--- config.mk ---
export PLATFORM = sky130hd
export DESIGN_NAME = ej32_mem_arb_flat
export DESIGN_NICKNAME = d
export VERILOG_FILES = /design/src/rtl/ej32_mem_arb_if.sv /design/src/rtl/ej32_mem_arb.sv /design/src/flat_wrapper.sv
export SDC_FILE = /design/constraint.sdc
export NUM_CORES = 1
export LEC_CHECK = 0
export ABC_AREA = 1
export ABC_CLOCK_PERIOD_IN_PS = 2050
export CORE_ASPECT_RATIO = 0.9
export CORE_MARGIN = 3
export CORE_UTILIZATION = 26
export CTS_BUF_LIST = sky130_fd_sc_hd__clkbuf_2 sky130_fd_sc_hd__clkbuf_4 sky130_fd_sc_hd__clkbuf_8
export DETAILED_ROUTE_END_ITERATION = 10
export PLACE_DENSITY = 0.87
export SLEW_MARGIN = 20
export SYNTH_ARGS = -nofsm -noshare
export SYNTH_HDL_FRONTEND = slang
export SYNTH_SLANG_ARGS = --single-unit
--- constraint.sdc ---
create_clock -name clk -period 2.05 [get_ports clk]
set_clock_uncertainty 0.15 [all_clocks]
set_input_delay 0.41 -clock clk [delete_from_list [all_inputs] [get_ports clk]]
set_output_delay 0.41 -clock clk [all_outputs]
set_load 0.02 [all_outputs]
--- src/rtl/ej32_mem_arb_if.sv ---
`default_nettype none
// ============================================================================
// ej32_mem_arb_if : core, host and memory-side signals of the eJ32 memory arbiter
// Rev 1.0
// ============================================================================
interface ej32_mem_arb_if #(
  parameter int AW = 17
) ();

  // Core master port
  logic          c_req;
  logic          c_we;
  logic [AW-1:0] c_addr;
  logic [7:0]    c_wdata;
  logic          c_gnt;
  logic          c_rvalid;
  logic [7:0]    c_rdata;
  logic          core_stall;

  // Host master port
  logic          h_req;
  logic          h_we;
  logic [AW-1:0] h_addr;
  logic [7:0]    h_wdata;
  logic          h_gnt;
  logic          h_rvalid;
  logic [7:0]    h_rdata;
  logic          h_hold;
  logic          h_own;

  // Memory port
  logic          m_cs;
  logic          m_we;
  logic [AW-1:0] m_addr;
  logic [7:0]    m_wdata;
  logic [7:0]    m_rdata;

  // Arbiter view
  modport slave (
    input  c_req, c_we, c_addr, c_wdata,
    output c_gnt, c_rvalid, c_rdata, core_stall,
    input  h_req, h_we, h_addr, h_wdata, h_hold,
    output h_gnt, h_rvalid, h_rdata, h_own,
    output m_cs, m_we, m_addr, m_wdata,
    input  m_rdata
  );

  // Requester and memory view
  modport master (
    output c_req, c_we, c_addr, c_wdata,
    input  c_gnt, c_rvalid, c_rdata, core_stall,
    output h_req, h_we, h_addr, h_wdata, h_hold,
    input  h_gnt, h_rvalid, h_rdata, h_own,
    input  m_cs, m_we, m_addr, m_wdata,
    output m_rdata
  );

endinterface
`default_nettype wire

--- src/rtl/ej32_mem_arb.sv ---
`default_nettype none
// ============================================================================
// ej32_mem_arb : single byte-wide memory port shared by eJ32 core and host
// Rev 1.0
// ============================================================================
module ej32_mem_arb #(
  parameter int AW    = 17,
  parameter int BURST = 4
) (
  input  wire logic     clk,
  input  wire logic     rst,
  ej32_mem_arb_if.slave bus
);

  localparam int unsigned     CW        = $clog2(BURST + 1);
  localparam logic [CW-1:0]   BURST_MAX = CW'(BURST);

  typedef enum logic [0:0] {
    ST_ARB  = 1'b0,
    ST_HOLD = 1'b1
  } state_t;

  typedef enum logic [1:0] {
    RD_NONE = 2'd0,
    RD_C    = 2'd1,
    RD_H    = 2'd2
  } rd_own_t;

  state_t        r_state;
  state_t        w_state_nxt;
  logic [CW-1:0] r_burst_cnt;
  logic [CW-1:0] w_burst_nxt;
  rd_own_t       r_rd_own;
  rd_own_t       w_rd_own_nxt;

  logic          w_c_gnt;
  logic          w_h_gnt;
  logic          w_m_we;
  logic [AW-1:0] w_m_addr;
  logic [7:0]    w_m_wdata;

  always_ff @(posedge clk or posedge rst) begin
    if (rst) begin
      r_state     <= ST_ARB;
      r_burst_cnt <= '0;
      r_rd_own    <= RD_NONE;
    end else begin
      r_state     <= w_state_nxt;
      r_burst_cnt <= w_burst_nxt;
      r_rd_own    <= w_rd_own_nxt;
    end
  end

  // Grant decision and next state; reset suppresses every grant in its cycle.
  always_comb begin
    w_c_gnt     = 1'b0;
    w_h_gnt     = 1'b0;
    w_state_nxt = r_state;
    if (!rst) begin
      case (r_state)
        ST_ARB: begin
          if (bus.h_hold) begin
            w_h_gnt     = bus.h_req;
            w_state_nxt = ST_HOLD;
          end else if (bus.c_req && bus.h_req) begin
            if (r_burst_cnt < BURST_MAX) begin
              w_h_gnt = 1'b1;
            end else begin
              w_c_gnt = 1'b1;
            end
          end else begin
            w_c_gnt = bus.c_req;
            w_h_gnt = bus.h_req;
          end
        end
        ST_HOLD: begin
          w_h_gnt = bus.h_req;
          if (!bus.h_hold) begin
            w_state_nxt = ST_ARB;
          end
        end
        default: begin
          w_state_nxt = ST_ARB;
        end
      endcase
    end
  end

  // Counts host grants the core has waited through; saturates so the core slot is guaranteed.
  always_comb begin
    w_burst_nxt = r_burst_cnt;
    if (w_c_gnt || !bus.c_req) begin
      w_burst_nxt = '0;
    end else if (w_h_gnt && (r_burst_cnt < BURST_MAX)) begin
      w_burst_nxt = r_burst_cnt + CW'(1);
    end
  end

  always_comb begin
    w_rd_own_nxt = RD_NONE;
    if (w_c_gnt && !bus.c_we) begin
      w_rd_own_nxt = RD_C;
    end else if (w_h_gnt && !bus.h_we) begin
      w_rd_own_nxt = RD_H;
    end
  end

  always_comb begin
    w_m_we    = 1'b0;
    w_m_addr  = '0;
    w_m_wdata = '0;
    if (w_c_gnt) begin
      w_m_we    = bus.c_we;
      w_m_addr  = bus.c_addr;
      w_m_wdata = bus.c_wdata;
    end else if (w_h_gnt) begin
      w_m_we    = bus.h_we;
      w_m_addr  = bus.h_addr;
      w_m_wdata = bus.h_wdata;
    end
  end

  assign bus.c_gnt      = w_c_gnt;
  assign bus.h_gnt      = w_h_gnt;
  assign bus.core_stall = bus.c_req & ~w_c_gnt & ~rst;
  assign bus.h_own      = (r_state == ST_HOLD);

  assign bus.m_cs       = w_c_gnt | w_h_gnt;
  assign bus.m_we       = w_m_we;
  assign bus.m_addr     = w_m_addr;
  assign bus.m_wdata    = w_m_wdata;

  // Read data is shared by both masters; rvalid tells each one whether it is theirs.
  assign bus.c_rvalid   = (r_rd_own == RD_C);
  assign bus.h_rvalid   = (r_rd_own == RD_H);
  assign bus.c_rdata    = rst ? 8'h00 : bus.m_rdata;
  assign bus.h_rdata    = rst ? 8'h00 : bus.m_rdata;

endmodule
`default_nettype wire

--- src/flat_wrapper.sv ---
// flat-port wrapper written by rule: the top's interface ports become plain ports
module ej32_mem_arb_flat 
#(
  parameter int AW    = 17,
  parameter int BURST = 4
)
  (clk, rst, bus_c_req, bus_c_we, bus_c_addr, bus_c_wdata, bus_c_gnt, bus_c_rvalid, bus_c_rdata, bus_core_stall, bus_h_req, bus_h_we, bus_h_addr, bus_h_wdata, bus_h_hold, bus_h_gnt, bus_h_rvalid, bus_h_rdata, bus_h_own, bus_m_cs, bus_m_we, bus_m_addr, bus_m_wdata, bus_m_rdata);
  ej32_mem_arb_if #(.AW(AW)) bus_i ();
  input  wire logic clk;
  input  wire logic rst;
  input wire logic [$bits(bus_i.c_req)-1:0] bus_c_req;
  input wire logic [$bits(bus_i.c_we)-1:0] bus_c_we;
  input wire logic [$bits(bus_i.c_addr)-1:0] bus_c_addr;
  input wire logic [$bits(bus_i.c_wdata)-1:0] bus_c_wdata;
  output wire logic [$bits(bus_i.c_gnt)-1:0] bus_c_gnt;
  output wire logic [$bits(bus_i.c_rvalid)-1:0] bus_c_rvalid;
  output wire logic [$bits(bus_i.c_rdata)-1:0] bus_c_rdata;
  output wire logic [$bits(bus_i.core_stall)-1:0] bus_core_stall;
  input wire logic [$bits(bus_i.h_req)-1:0] bus_h_req;
  input wire logic [$bits(bus_i.h_we)-1:0] bus_h_we;
  input wire logic [$bits(bus_i.h_addr)-1:0] bus_h_addr;
  input wire logic [$bits(bus_i.h_wdata)-1:0] bus_h_wdata;
  input wire logic [$bits(bus_i.h_hold)-1:0] bus_h_hold;
  output wire logic [$bits(bus_i.h_gnt)-1:0] bus_h_gnt;
  output wire logic [$bits(bus_i.h_rvalid)-1:0] bus_h_rvalid;
  output wire logic [$bits(bus_i.h_rdata)-1:0] bus_h_rdata;
  output wire logic [$bits(bus_i.h_own)-1:0] bus_h_own;
  output wire logic [$bits(bus_i.m_cs)-1:0] bus_m_cs;
  output wire logic [$bits(bus_i.m_we)-1:0] bus_m_we;
  output wire logic [$bits(bus_i.m_addr)-1:0] bus_m_addr;
  output wire logic [$bits(bus_i.m_wdata)-1:0] bus_m_wdata;
  input wire logic [$bits(bus_i.m_rdata)-1:0] bus_m_rdata;
  assign bus_i.c_req = bus_c_req;
  assign bus_i.c_we = bus_c_we;
  assign bus_i.c_addr = bus_c_addr;
  assign bus_i.c_wdata = bus_c_wdata;
  assign bus_c_gnt = bus_i.c_gnt;
  assign bus_c_rvalid = bus_i.c_rvalid;
  assign bus_c_rdata = bus_i.c_rdata;
  assign bus_core_stall = bus_i.core_stall;
  assign bus_i.h_req = bus_h_req;
  assign bus_i.h_we = bus_h_we;
  assign bus_i.h_addr = bus_h_addr;
  assign bus_i.h_wdata = bus_h_wdata;
  assign bus_i.h_hold = bus_h_hold;
  assign bus_h_gnt = bus_i.h_gnt;
  assign bus_h_rvalid = bus_i.h_rvalid;
  assign bus_h_rdata = bus_i.h_rdata;
  assign bus_h_own = bus_i.h_own;
  assign bus_m_cs = bus_i.m_cs;
  assign bus_m_we = bus_i.m_we;
  assign bus_m_addr = bus_i.m_addr;
  assign bus_m_wdata = bus_i.m_wdata;
  assign bus_i.m_rdata = bus_m_rdata;
  ej32_mem_arb #(.AW(AW), .BURST(BURST)) u_core (.clk(clk), .rst(rst), .bus(bus_i));
endmodule
==> flow_metrics.py <==
metrics = {
    "run_status": {
        "status": "finished, final reports clean",
    },
    "logic_synthesis": {
        "synth_area_leaders": "nand2_1, dfrtp_1, buf_4, inv_1, nor2_1",
        "ys_ff_latch": 6,
        "syn_inst": 152,
        "synth_top_cell_by_area": "nand2_1",
        "yosysSeqAreaShare_pct": 18.84,
        "ys_types": 16,
        "yosys_warnings": 0,
        "synthesis.nets": 218,
        "avgSynthCellArea_um2": 5.244,
        "synth_top_area_share_pct": 42.39,
        "syn-cell-area_um2": 797.0,
    },
    "finish": {
        "layout_common_cells": "nand2_1, clkdlybuf4s50_1, buf_6",
        "final_cells": 316,
        "layout_commonest_cell": "nand2_1",
        "finalNetCount": 344,
        "syn2layout_area_growth_pct": 169.9,
        "diodes": 0,
        "drive_gt1_share_pct": 29.35,
        "nFillCells": 231,
        "finish.utilization_pct": 75.79,
    },
    "timing": {
        "rsz0062_at_grt": "yes",
        "hold_viol": 0,
        "final_max_slew_viol_count": 0,
        "finalSetupViolCount": 0,
        "timing.final.ws_setup_ps": 35.37,
        "fmax_mhz": 496.4,
        "min_period_ps": 2015,
        "fin_crit_sh_pct": 98.27,
        "slew_headroom_pct": 85.01,
        "worst_pin_slew_ps": 224.2,
    },
    "floorplan": {
        "dieWidth_um": 64.36,
        "die_h_um": 58.53,
        "initial_utilization_pct": 28.09,
        "placementRows": 18,
        "pin_count": 114,
        "core_um2": 2838,
        "dieArea_um2": 3767,
    },
    "power_and_ir_drop": {
        "switching_share_pct": 36.75,
        "p_seq_share_pct": 19.7,
        "max-vdd-ir-drop_mv": 0.2757,
        "p_int_uw": 409.1,
        "switchingPower_uw": 237.7,
        "comb_power_share_pct": 62.0,
        "clkPwrFrac_pct": 18.2,
        "p_leak_nw": 1.164,
        "powerDensity_nw_per_um2": 300.7,
    },
    "detailed_routing": {
        "drc": 0,
        "wl_um": 4606,
        "dr.pass1.iters": 4,
        "drt_iter0_drc": 72,
        "vias": 1408,
        "viasPerCell": 4.456,
        "antenna_left": 0,
        "drt-wirelength-per-cell_um": 14.58,
    },
    "global_routing": {
        "grt_pass1_vias": 1344,
        "track_usage_pct": 22.61,
        "grt_overflow": 0,
        "grt_max_degree": 12,
        "grt_antenna_before_repair": 0,
        "grt_pass1_wl_um": 6568,
    },
    "clock_network": {
        "clk_pin_slew_worst_paths_ps": 50,
        "cts_buffer_depth": 2,
        "cts_inserted_buffers": 3,
        "cts.sinks": 6,
        "htree_levels": 1,
        "tritoncts": "done",
        "clk-insertion-delay-late_ps": 250,
        "postCtsHoldBufs": 0,
        "clock-root-buffer": "clkbuf_4",
    },
    "placed_design": {
        "io_buffers": 113,
        "detailed_place_hpwl_um": 3063,
        "place_inst": 303,
        "gp_congestion": 0.8484,
        "dp_worst_setup_slack_ps": -702.5,
    },
    "worst_setup_path": {
        "criticalPathCategory": "in -> out",
        "cp-start-kind": "input pin",
        "arrival_ps": 1450,
        "worstPathRequired_ps": 1490,
        "critPathMostFrequentCell": "buf_6",
        "crit_fanout": 7,
        "crit_slowest_cell": "clkdlybuf4s15_1",
        "endpoint_kind": "output pin",
        "cp_slowest_stage_delay_ps": 220,
        "cp_cell_sequence": "clkdlybuf4s15_1, nor2_4, nand3_4, buf_6, inv_8, nand2_2, nand2_1, buf_6",
    },
    "job": {
        "cap_violations": 0,
    },
    "worst_hold_path": {
        "hp-class": "in -> async",
    },
}
==> metal layers <==
metal,vias up,track usage [%],share of wire (%)
li1,691,-,-
met4,0,9.337,3.5
met3,14,7.824,7.3
met2,56,39.56,54
met1,647,25.23,36
met5,-,0,0
==> synth_stat cells (all sizes together) <==
| cell | number |
|---|---|
| ha | 1 |
| nor2 | 17 |
| nand2 | 91 |
| buf | 13 |
| dfrtp | 6 |
| nand3 | 4 |
| inv | 18 |
| a21oi | 2 |
==> kinds of logic after synthesis <==
group           after synthesis  synth area share [%]
compound gates                2                 1.256
simple gates                112                 55.89
buf+inv                      31                 22.45
fa+ha+maj                     1                 1.570
flops                         6                 18.84
==> worst max-delay path, delay by kind of cell <==
kind                   cells  cell delay (ps)
buffers and inverters      4              580
and+or+nand+nor            4              460
==> path summary, 6_finish.rpt <==
kind	from	to	slack, ps	cells after the start
worst min-delay path	rst	u_core.bus.h_own	210	4
max in group asynchronous	rst	u_core.r_burst_cnt[0]	1420	4
worst min register to register	u_core.r_burst_cnt[1]	u_core.r_burst_cnt[1]	380	2
min in group clk	u_core.r_burst_cnt[1]	u_core.r_burst_cnt[1]	380	2
worst max-delay path	bus_h_hold	bus_m_addr[10]	40	8
worst max register to register	u_core.r_burst_cnt[2]	u_core.r_burst_cnt[1]	730	7
==> power groups by stage <==
stage | clock [mW] | sequential (mW) | combinational [mW]
2_1_floorplan | 0 | 0.131 | 0.140
3_3_place_gp | 0 | 0.129 | 0.368
3_5_place_dp | 0 | 0.129 | 0.373
4_1_cts | 0.123 | 0.128 | 0.370
5_1_grt | 0.134 | 0.128 | 0.425
6_report | 0.118 | 0.128 | 0.401
==> metrics by stage <==
stage          power, mW  TNS, ps  hold slack, ps  area, um^2
2_1_floorplan     0.2710        0           59.09       797.0
3_3_place_gp      0.4968   -24900           367.3        1954
3_5_place_dp      0.5017   -26330           377.3        1954
4_1_cts           0.6206        0           345.6        2012
5_1_grt           0.6874   -275.1           235.2        2151
6_report          0.6468        0           213.2        2151
==> area by class of cell <==
cell class | count | area, um^2 | share of cell area (%)
Tap cell | 40 | 50.05 | 2.327
Inverter | 18 | 82.58 | 3.839
Multi-Input combinational cell | 115 | 539.3 | 25.07
Timing Repair inverter | 6 | 63.81 | 2.967
Clock buffer | 3 | 22.52 | 1.047
Sequential cell | 6 | 150.1 | 6.981
Timing Repair Buffer | 128 | 1242 | 57.77
==> timing repair <==
item,in CTS,in global routing
endpoints found under the hold margin,0,0
setup endpoints to repair,46,28
setup buffers,5,0
gates resized for setup,188,52
cloned,6,0
pin swaps,5,25
==> sequential cells by signal (all words and copies together) (netlist names) <==
register / count
u_core.r_burst_cnt: 3
u_core.r_rd_own: 2
u_core.bus.h_own: 1
Note: power is estimated with default switching activity, not from simulation.
